## config.mk

```make
export PLATFORM = sky130hd
export DESIGN_NAME = frame_addr_reader
export DESIGN_NICKNAME = d
export VERILOG_FILES = /design/src/rtl/frame_addr_pkg.sv /design/src/rtl/frame_addr_reader_credit.sv /design/src/rtl/frame_addr_reader.sv
export SDC_FILE = /design/constraint.sdc
export NUM_CORES = 1
export LEC_CHECK = 0
export BUFFER_PORTS_ARGS = -buffer_cell sky130_fd_sc_hd__buf_4
export CORE_MARGIN = 5
export CORE_UTILIZATION = 36
export DETAILED_ROUTE_END_ITERATION = 7
export SLEW_MARGIN = 20
export SYNTH_ARGS = -nofsm -noshare
export SYNTH_HDL_FRONTEND = slang
export SYNTH_SLANG_ARGS = --single-unit
export TNS_END_PERCENT = 30
```

## constraint.sdc

```tcl
create_clock -name clk -period 6 [get_ports clk]
set_input_delay 0.6 -clock clk [delete_from_list [all_inputs] [get_ports clk]]
set_output_delay 0.6 -clock clk [all_outputs]
set_load 0.005 [all_outputs]
```

## src/rtl/frame_addr_pkg.sv

```systemverilog
// Shared frame-buffer address layout for the SDRAM read and write paths.
// Also holds the state type used by the read-side sequencer.
package frame_addr_pkg;

  localparam int BANK_WIDTH  = 2;
  localparam int ROW_WIDTH   = 13;
  localparam int COL_WIDTH   = 9;
  localparam int HADDR_WIDTH = 24;

  localparam logic [BANK_WIDTH-1:0] FB_BANK = 2'b01;

  typedef enum logic [1:0] {
    IDLE      = 2'd0,
    WAIT_LINE = 2'd1,
    ISSUE     = 2'd2,
    DRAIN     = 2'd3
  } rd_state_e;

  function automatic logic [HADDR_WIDTH-1:0] pack_haddr(
    input logic [BANK_WIDTH-1:0] bank,
    input logic [ROW_WIDTH-1:0]  row,
    input logic [COL_WIDTH-1:0]  col
  );
    return {bank, row, col};
  endfunction

endpackage

```

## src/rtl/frame_addr_reader_credit.sv

```systemverilog
// Saturating count of accepted-but-uncompleted read bursts.
// has_credit looks ahead to the count after this cycle's inc/dec.
module rd_credit_counter #(
  parameter int MAX_OUTSTANDING = 4
) (
  input  logic clk,
  input  logic rst,
  input  logic inc,
  input  logic dec,
  output logic has_credit,
  output logic empty
);

  localparam logic [3:0] MAX_CNT = 4'(MAX_OUTSTANDING);

  logic [3:0] count_r;
  logic [3:0] count_nxt_s;

  // next count: up on inc, down on dec, unchanged on both, clamped at 0 and MAX
  always_comb begin
    count_nxt_s = count_r;
    case ({inc, dec})
      2'b10: begin
        if (count_r < MAX_CNT) count_nxt_s = count_r + 4'd1;
        else                   count_nxt_s = count_r;
      end
      2'b01: begin
        if (count_r != 4'd0) count_nxt_s = count_r - 4'd1;
        else                 count_nxt_s = count_r;
      end
      default: count_nxt_s = count_r;
    endcase
  end

  // count register
  always_ff @(posedge clk or posedge rst) begin
    if (rst) count_r <= 4'd0;
    else     count_r <= count_nxt_s;
  end

  assign has_credit = (count_nxt_s < MAX_CNT);
  assign empty      = (count_r == 4'd0);

endmodule

```

## src/rtl/frame_addr_reader.sv

```systemverilog
// Read-side burst address sequencer for the VGA frame buffer in SDRAM.
// Walks each requested line in BURST_LEN steps with a bounded number of bursts in flight.
module frame_addr_reader
  import frame_addr_pkg::*;
#(
  parameter int H_WORDS         = 320,
  parameter int V_LINES         = 240,
  parameter int BURST_LEN       = 8,
  parameter int MAX_OUTSTANDING = 4
) (
  input  logic                   clk,
  input  logic                   rst,
  input  logic                   frame_start,
  input  logic                   line_req,
  input  logic [9:0]             offset,
  output logic [HADDR_WIDTH-1:0] rd_addr,
  output logic                   rd_valid,
  input  logic                   rd_ready,
  input  logic                   rd_done,
  output logic                   busy,
  output logic                   line_done,
  output logic                   frame_done,
  output logic                   line_overrun
);

  localparam logic [COL_WIDTH-1:0] LAST_COL = COL_WIDTH'(H_WORDS - BURST_LEN);
  localparam logic [COL_WIDTH-1:0] COL_STEP = COL_WIDTH'(BURST_LEN);
  localparam logic [9:0]           LAST_ROW = 10'(V_LINES - 1);

  rd_state_e              state_r;
  rd_state_e              state_nxt_s;
  logic [9:0]             row_r;
  logic [9:0]             row_nxt_s;
  logic [COL_WIDTH-1:0]   col_r;
  logic [COL_WIDTH-1:0]   col_nxt_s;
  logic [9:0]             offset_r;
  logic [9:0]             offset_nxt_s;
  logic [ROW_WIDTH-1:0]   row_sum_s;
  logic                   load_addr_s;
  logic                   accept_s;
  logic                   has_credit_s;
  logic                   empty_s;

  logic [HADDR_WIDTH-1:0] rd_addr_r;
  logic                   rd_valid_r;
  logic                   busy_r;
  logic                   line_done_r;
  logic                   frame_done_r;
  logic                   line_overrun_r;
  logic                   rd_valid_nxt_s;
  logic                   busy_nxt_s;
  logic                   line_done_nxt_s;
  logic                   frame_done_nxt_s;
  logic                   line_overrun_nxt_s;

  assign accept_s = rd_valid_r & rd_ready & (state_r == ISSUE);

  rd_credit_counter #(
    .MAX_OUTSTANDING (MAX_OUTSTANDING)
  ) u_credit (
    .clk        (clk),
    .rst        (rst),
    .inc        (accept_s),
    .dec        (rd_done),
    .has_credit (has_credit_s),
    .empty      (empty_s)
  );

  // state register
  always_ff @(posedge clk or posedge rst) begin
    if (rst) state_r <= IDLE;
    else     state_r <= state_nxt_s;
  end

  // next state; frame_start restarts the frame from any state
  always_comb begin
    state_nxt_s = state_r;
    if (frame_start) begin
      state_nxt_s = WAIT_LINE;
    end else begin
      case (state_r)
        IDLE:      state_nxt_s = IDLE;
        WAIT_LINE: begin
          if (line_req) state_nxt_s = ISSUE;
          else          state_nxt_s = WAIT_LINE;
        end
        ISSUE: begin
          if (accept_s && (col_r == LAST_COL)) state_nxt_s = DRAIN;
          else                                 state_nxt_s = ISSUE;
        end
        DRAIN: begin
          if (!empty_s)                state_nxt_s = DRAIN;
          else if (row_r == LAST_ROW)  state_nxt_s = IDLE;
          else                         state_nxt_s = WAIT_LINE;
        end
        default: state_nxt_s = IDLE;
      endcase
    end
  end

  // datapath updates and next values of the registered outputs
  always_comb begin
    offset_nxt_s     = offset_r;
    row_nxt_s        = row_r;
    col_nxt_s        = col_r;
    load_addr_s      = 1'b0;
    line_done_nxt_s  = 1'b0;
    frame_done_nxt_s = 1'b0;
    if (frame_start) begin
      offset_nxt_s = offset;
      row_nxt_s    = 10'd0;
    end else begin
      case (state_r)
        WAIT_LINE: begin
          if (line_req) begin
            col_nxt_s   = {COL_WIDTH{1'b0}};
            load_addr_s = 1'b1;
          end else begin
            col_nxt_s   = col_r;
          end
        end
        ISSUE: begin
          if (accept_s) begin
            col_nxt_s   = col_r + COL_STEP;
            load_addr_s = 1'b1;
          end else begin
            col_nxt_s   = col_r;
          end
        end
        DRAIN: begin
          if (empty_s) begin
            line_done_nxt_s  = 1'b1;
            frame_done_nxt_s = (row_r == LAST_ROW);
            row_nxt_s        = row_r + 10'd1;
          end else begin
            row_nxt_s        = row_r;
          end
        end
        default: row_nxt_s = row_r;
      endcase
    end
    line_overrun_nxt_s = line_req & (frame_start | (state_r != WAIT_LINE));
    rd_valid_nxt_s     = (state_nxt_s == ISSUE) & has_credit_s;
    busy_nxt_s         = (state_nxt_s == ISSUE) | (state_nxt_s == DRAIN);
    row_sum_s          = {3'b000, row_nxt_s} + {3'b000, offset_nxt_s};
  end

  // datapath and output registers
  always_ff @(posedge clk or posedge rst) begin
    if (rst) begin
      offset_r       <= 10'd0;
      row_r          <= 10'd0;
      col_r          <= {COL_WIDTH{1'b0}};
      rd_addr_r      <= {HADDR_WIDTH{1'b0}};
      rd_valid_r     <= 1'b0;
      busy_r         <= 1'b0;
      line_done_r    <= 1'b0;
      frame_done_r   <= 1'b0;
      line_overrun_r <= 1'b0;
    end else begin
      offset_r       <= offset_nxt_s;
      row_r          <= row_nxt_s;
      col_r          <= col_nxt_s;
      if (load_addr_s) rd_addr_r <= pack_haddr(FB_BANK, row_sum_s, col_nxt_s);
      else             rd_addr_r <= rd_addr_r;
      rd_valid_r     <= rd_valid_nxt_s;
      busy_r         <= busy_nxt_s;
      line_done_r    <= line_done_nxt_s;
      frame_done_r   <= frame_done_nxt_s;
      line_overrun_r <= line_overrun_nxt_s;
    end
  end

  assign rd_addr      = rd_addr_r;
  assign rd_valid     = rd_valid_r;
  assign busy         = busy_r;
  assign line_done    = line_done_r;
  assign frame_done   = frame_done_r;
  assign line_overrun = line_overrun_r;

endmodule

```

After elaboration in Yosys (flattened, before gate mapping)
Index checks and enable logic that the tools add are counted.
{ "op_classes": {"add_sub_neg": 5, "n_lt_le_gt_ge": 2, "eq_ne": 10, "muxes": 27, "bitwise_logic": 6, "reduce_logical": 4} }
{ "ops": {"columns": ["operator", "count"], "rows": [
  ["$mux 10", 4],
  ["$mux 9", 3],
  ["$pmux 9 s2", 1],
  ["$add 10x10->11", 1],
  ["$mux 1", 11],
  ["$add 10x1->10 const B", 1],
  ["$eq 10x8->1 const B", 1],
  ["$eq 2x2->1 const B", 5],
  ["$add 9x4->9 const B", 1],
  ["$eq 9x9->1 const B", 1],
  ["$lt 4x3->1 const B", 2],
  ["$mux 4", 2],
  ["$pmux 2 s4", 1],
  ["$pmux 4 s2", 1],
  ["$mux 2", 3],
  ["$add 4x1->4 const B", 1],
  ["$and 1x1->1", 4],
  ["$eq 2x1->1 const B", 2],
  ["$logic_not 4->1", 1],
  ["$reduce_bool 4->1", 1],
  ["$sub 4x1->4 const B", 1],
  ["$logic_not 2->1", 1],
  ["$ne 2x1->1 const B", 1],
  ["$or 1x1->1", 2],
  ["other kinds (2)", 2]
]} }
{ "totals": {"ff_bits": 63, "output_inout_bits": 29, "word_cells": 65} }

Longest topological paths before layout
Gate-level depths: netlist of the first run.
{ "logic_depth": {"ltp_word": 8, "ltp_mapped": 13, "ltp_nobuf": 13} }

Modules after synthesis
A second synthesis of the first run with hierarchy kept.
{ "unflattened": {"cells_unflattened": 298, "hier_area_um2": 3233.1} }
{ "by_module_without_submodules": {"columns": ["module", "instances", "cells_each", "area_per_inst_um2", "seq_area_each_um2"], "rows": [
  ["frame_addr_reader", 1, 258, 2849.0, 1426.4],
  ["rd_credit_counter", 1, 40, 384.1, 100.1]
]} }

Least setup slack after synthesis of the first run
Ideal clock, no wire load.
{ "synth_timing": {"path_type": "register -> register", "start": "reg u_credit.count_r[0]", "end": "reg rd_addr_r[18] (netlist: rd_addr[18])", "setup_time_ps": 95, "arrival_time_ps": 2942, "path_slack_ps": 2963, "stages_incl_launch_ff": 14, "period_less_slack_ps": 3037, "path_cell_list": "dfrtp_1 > inv_1 > ha_1 > nand4bb_4 > or2_1 > clkbuf_2 > or3_1 > a21oi_1 > ha_1 > a21o_1 > a21o_1 > a21o_1 > o21a_1 > o31ai_1"} }
{ "synth_between": {"elab_chain_len": 5} }
{ "synth_rtl": {"columns": ["element", "line_no", "rtl"], "rows": [
  ["from (decl)", "frame_addr_reader_credit.sv:16", "logic [3:0] count_r;"],
  ["from (signal assigned)", "frame_addr_reader_credit.sv:38", "else count_r <= count_nxt_s;"],
  ["$logic_not 4->1", "frame_addr_reader_credit.sv:42", "assign empty = (count_r == 4'd0);"],
  ["$mux 10", "frame_addr_reader.sv:131", "if (empty_s) begin"],
  ["$mux 10", "frame_addr_reader.sv:113", "case (state_r)"],
  ["$mux 10", "frame_addr_reader.sv:109", "if (frame_start) begin"],
  ["via row_nxt_s[6]", "frame_addr_reader.sv:33", "logic [9:0] row_nxt_s;"],
  ["$add 10x10->11", "frame_addr_reader.sv:145", "row_sum_s = {3'b000, row_nxt_s} + {3'b000, offset_nxt_s};"],
  ["to (signal assigned)", "frame_addr_reader.sv:154", "rd_addr_r <= {HADDR_WIDTH{1'b0}};"],
  ["to (signal assigned)", "frame_addr_reader.sv:164", "if (load_addr_s) rd_addr_r <= pack_haddr(FB_BANK, row_sum_s, col_nxt_s);"],
  ["to (signal assigned)", "frame_addr_reader.sv:165", "else rd_addr_r <= rd_addr_r;"],
  ["to (decl)", "frame_addr_reader.sv:44", "logic [HADDR_WIDTH-1:0] rd_addr_r;"]
]} }
The timed path passes the listed nets, and every way through them passes these cells.
A chain may end at the register's enable or synchronous reset.

Worst setup path in the final report of the first run
Same ends and word-level chain as after synthesis.

==> impl_metrics.yaml, run 1 <==
status:
  status: "completed"
sta:
  finalSetupViolations: 0
  min_period_over_period: 0.546
  grt_setup_unrepaired: "false"
  max_freq_ghz: 0.305
  relSlewSlack: 0.501
  finalClockSkew_ns: 0.00744
  worstMarginPinSlew_ns: 0.749
  setup_slack_ns: 2.72
  report.final.slew_viol_count: 0
  hold_violations: 0
  finalCriticalPeriod_ns: 3.28
  fin_tns_setup_ns: 0
synthesis:
  yosys.cell_types.count: 50
  synth_seq_cells: 61
  seq_area_frac_synth: 0.479
  syn-cell-area_sq_um: 3180
  synthArstFlopShare: 1.00
  syn_area_per_cell_sq_um: 10.4
  synth_ff_type: "dfrtp_1"
  syn_inst: 306
  yosys_warnings: 0
  synth_edf_count: 0
clock_network:
  clockBufferDepth: 2
  clkSinkCount: 61
  cts_tree: "done"
  numCtsBuffers: 9
  cts_root_buf: "clkbuf_8"
  cts_max_level: 3
  post_cts_buffers: 0
  ctsResizeCount: 0
  clkTransAtPathRegs_ns: 0.07
  clkLatencyLatePin_ns: 0.33
  postCtsHoldBufs: 0
worst_hold_path:
  min_path_type: "flip-flop to flip-flop"
floorplanning:
  fp.dieW_microns: 104
  initial_core_util: 0.367
  ioPinCount: 45
  fp.coreArea_sq_um: 8680
  die_h_microns: 104
  rows: 34
  dieArea_sq_um: 10800
layout:
  fillers: 849
  layout-drive-gt1-share: 0.229
  final_util: 0.433
  layout_commonest_cell: "dfrtp_1"
  mostFrequentLayoutCells: "dfrtp_1 (61), buf_4 (43), nand2_1 (36)"
  multi_input_area_sq_um: 1570
  nNetsFinal: 388
  antennaDiodeCount: 0
  seq_area_sq_um: 1530
  area_delta_synth_final_pct: 18.0
routing:
  drc: 0
  initialDrtViolationCount: 101
  ant_nets: 0
  routed_wl_microns: 6730
  viasPerCell: 5.08
  wl_per_cell_microns: 14.6
  vias: 2346
  drt_first_pass_iters: 4
critical_path:
  critical_path_class: "flip-flop to flip-flop"
  cp_max_fo: 7
  arrival_ns: 3.51
  r2r_setup_slack_ns: 2.72
  reg2reg_depth: 12
  end_kind: "flip-flop"
  cp-startpoint: "u_credit.count_r[0]"
  cp-start-kind: "flip-flop"
  r2r_start: "u_credit.count_r[0]"
  regToRegEndpoint: "rd_addr[18]"
  crit_required_ns: 6.23
  endpoint: "rd_addr[18]"
pwr:
  p_sw_uw: 307
  sequentialPowerShare: 0.474
  p_clk_frac: 0.302
  switching_share: 0.294
  combinationalPowerShare: 0.223
  internal_power_uw: 736
  cellLeakagePower_nw: 1.83
  power_density_nw_per_um2: 277
  irDropWorstVdd_mv: 0.188
global_routing:
  track_usage: 0.131
  grt_start_max_net_pins: 62
  grt_pass1_vias: 2418
  grt_overflow: 0
  grt_pass1_wl_microns: 11600
  antenna_found_initial: 0
place:
  port-buffer-count: 41
  gp_congestion: 0.773
  place_ws_ns: 2.71
  hpwl_microns: 4870
run:
  maxCapViolCount: 0
-- worst min path at each step --
stage               cells past startpoint         from     endpoint
floorplan                               1  rd_addr[22]  rd_addr[22]
global placement                        1  rd_addr[22]  rd_addr[22]
detailed placement                      1  rd_addr[22]  rd_addr[22]
CTS                                     1  rd_addr[22]  rd_addr[22]
global route                            1  offset_r[9]  offset_r[9]
finish                                  1  rd_addr[22]  rd_addr[22]
-- through the flow --
step                hold WS, ns  instances  instance area, sq um  total power [mW]
floorplan                 0.459        308                  3190             0.642
global placement          0.456        448                  3590             0.731
detailed placement        0.460        448                  3590             0.737
CTS                       0.477        462                  3760              1.06
global route              0.510        462                  3760              1.11
finish                    0.469        462                  3760              1.04
-- synth_stat cells, drive strengths merged (5+ instances only) --
cell	count	area share
nand4	7	0.014
nand3	7	0.013
nor2	18	0.021
dfrtp	61	0.48
a21o	8	0.019
nand2	36	0.042
buf	6	0.011
o31ai	7	0.017
mux2	19	0.067
inv	8	0.0094
nor3	9	0.014
o21a	6	0.014
ha	20	0.079
o21ai	21	0.033
clkbuf	5	0.0063
xor2	10	0.028
a21oi	15	0.024
-- layer usage --
layer / GRT usage / part of all wire / up-vias
li1: - / - / 1179
met1: 0.163 / 0.46 / 1117
met2: 0.218 / 0.49 / 46
met3: 0.0472 / 0.047 / 4
met4: 0.0305 / 0.0056 / 0
met5: 0 / 0 / -
-- state kept, by name, summed over array words and instances (netlist names) --
register,flops
state_r,2
line_overrun,1
offset_r,10
frame_done,1
col_r,9
busy,1
rd_valid,1
u_credit.count_r,4
rd_addr,21
row_r,10
line_done,1
-- power groups by stage --
stage	sequential (mW)	clock (mW)	combinational [mW]
floorplan	0.497	0	0.145
global route	0.500	0.343	0.269
detailed placement	0.501	0	0.236
CTS	0.495	0.327	0.238
global placement	0.500	0	0.231
finish	0.495	0.315	0.233
-- worst max-delay path: stages, from the launching register on --
cell,delay (ns)
dfrtp_1,0.43
inv_1,0.10
ha_1,0.31
nand4bb_4,0.16
or2_1,0.32
or3_1,0.33
a21oi_1,0.20
ha_1,0.31
a21o_1,0.22
a21o_1,0.18
a21o_1,0.18
o21a_1,0.18
o31ai_1,0.23
-- layout make-up --
cell class / count / share of cell area
Clock buffer: 12 / 0.0413
Clock inverter: 2 / 0.00266
Inverter: 9 / 0.00932
Multi-Input combinational cell: 227 / 0.419
Sequential cell: 61 / 0.406
Tap cell: 108 / 0.0360
Timing Repair Buffer: 43 / 0.0859
-- kinds of logic after synthesis --
family	share of synthesized area
buf+inv	0.0287
simple gates	0.161
fa+ha+maj	0.0849
other cells	0.00118
xor+xnor	0.0358
compound gates	0.139
flops	0.479
mux	0.0703
Power figures use the tool's default switching activity.
==> run 2: changes to the inputs <==
Clock period 6 ns to 3 ns, I/O delays scaled along.
==> run 2 against run 1 <==
  * Global-route usage is 0.54 points higher
  * Flip-flop and latch count stayed put
  * Routed wire length is 2.2% higher
  * Sequential share of layout area is 1.9 points lower
  * Cell count is 2.2% higher
  * Setup slack worse by 2.6 ns
  * Sequential power is 98% higher
  * Power is 130% higher
  * Combinational power is 140% higher
  * Die area stayed put
  * Final area is 5.0% higher
  * Critical path depth stayed put
==> impl_metrics.yaml, run 2 (synthesis gave the netlist of run 1 again) <==
sta:
  hold_ws_ns: 0.224
  grt_setup_unrepaired: "false"
  setup_slack_ns: 0.127
  min_period_over_period: 0.958
  worstMarginPinSlew_ns: 0.519
  report.final.slew_viol_count: 0
  finalSetupViolations: 0
  hold_violations: 0
  fin_tns_setup_ns: 0
  relSlewSlack: 0.654
  max_freq_ghz: 0.348
  finalClockSkew_ns: 0.00640
  finalCriticalPeriod_ns: 2.87
global_routing:
  met1_usage: 0.169
  grt_pass1_vias: 2514
  track_usage: 0.136
  antenna_found_initial: 0
  grt_pass1_wl_microns: 12200
  grt_start_max_net_pins: 41
  grt_use_met2: 0.218
  grt_use_met3: 0.0435
  top_usage_layer: "met2"
  grt_overflow: 0
critical_path:
  cp-start-kind: "flip-flop"
  crit_required_ns: 3.23
  crit_top_cell: "a21o_1"
  cp_max_fo: 5
  cp.buffers_inverters: 1
  crit_chain: "inv_2 > ha_4 > nand4bb_4 > or2_1 > or3_4 > a21oi_4 > ha_4 > a21o_1 > a21o_1 > a21o_1 > o21a_1 > o31ai_1"
  cpLargestDelayFamily: "compound AO/OA/AOI/OAI gates"
  arrival_ns: 3.10
  cpPeakStageDelay_ns: 0.40
  slowest_stage: "dfrtp_1"
  end_kind: "flip-flop"
  critical_path_class: "flip-flop to flip-flop"
clock_network:
  cts_max_level: 3
  clkTransAtPathRegs_ns: 0.07
  cts_tree: "done"
  clkSinkCount: 61
  cts_root_buf: "clkbuf_8"
  clockBufferDepth: 2
  numCtsBuffers: 9
  clkLatencyLatePin_ns: 0.33
pwr:
  power_density_nw_per_um2: 597
  cellLeakagePower_nw: 1.89
  irDropWorstVdd_mv: 0.330
  total_power_mw: 2.36
routing:
  vias: 2418
  wl_per_cell_microns: 14.6
  initialDrtViolationCount: 73
  viasPerCell: 5.12
  routed_wl_microns: 6880
  drt_first_pass_iters: 4
  drc: 0
  ant_nets: 0
layout:
  fillers: 829
  mostFrequentLayoutCells: "dfrtp_1 (61), buf_4 (50), nand2_1 (36)"
  nNetsFinal: 396
  final_util: 0.455
  layout_commonest_cell: "dfrtp_1"
  largest_reg_flops: 21
  finalNonFillerCells: 472
  area_delta_synth_final_pct: 24.0
  antennaDiodeCount: 0
  design_area_sq_um: 3950
  layout-drive-gt1-share: 0.275
floorplanning:
  rows: 34
  fp.coreArea_sq_um: 8680
  initial_core_util: 0.367
  ioPinCount: 45
  fp.dieW_microns: 104
  dieArea_sq_um: 10800
  die_h_microns: 104
worst_hold_path:
  min_path_type: "input pin to flip-flop"
place:
  hpwl_microns: 5030
  gp_congestion: 0.838
  placed_area_sq_um: 3640
  place_ws_ns: -0.0715
  port-buffer-count: 41
  place_inst: 454
run:
  maxCapViolCount: 0
status:
  status: "completed"
## run 2: path summary, 6_finish.rpt
kind	slack (ns)	end	startpoint	cells past startpoint
worst min-delay path	0.22	offset_r[5]	offset[5]	2
worst max-delay path	0.13	rd_addr[18]	u_credit.count_r[1]	12
worst max register to register	0.13	rd_addr[18]	u_credit.count_r[1]	12
min in group asynchronous	0.54	rd_addr[14]	rst	3
worst min register to register	0.47	rd_addr[22]	rd_addr[22]	1
max in group asynchronous	1.56	row_r[6]	rst	4
## run 2: repair_timing
item | CTS | global route
hold buffers | 1 | 0
hold endpoints to repair | 21 | 0
setup endpoints to repair | 1 | 4
resized for setup | 2 | 11
setup buffers | 0 | 1
pin swaps | 1 | 5
## run 2: cell type report
type,instances,area (sq um),share of cell area
Multi-Input combinational cell,227,1640,0.416
Clock buffer,12,155,0.0393
Timing Repair Buffer,51,385,0.0976
Clock inverter,4,70.1,0.0177
Tap cell,108,135,0.0342
Inverter,9,35.0,0.00887
Sequential cell,61,1530,0.387
## run 2: routing by layer
layer	vias up	part of all wire
li1	1193	-
met1	1148	0.45
met2	66	0.48
met3	11	0.051
met4	0	0.018
met5	-	0
## run 2: where the power goes
| group | total (mW) | switching, mW | internal [mW] | leakage (nW) |
|---|---|---|---|---|
| registers | 0.978 | 0.0603 | 0.918 | 0.801 |
| logic | 0.559 | 0.282 | 0.277 | 0.977 |
| clock network | 0.818 | 0.308 | 0.511 | 0.116 |
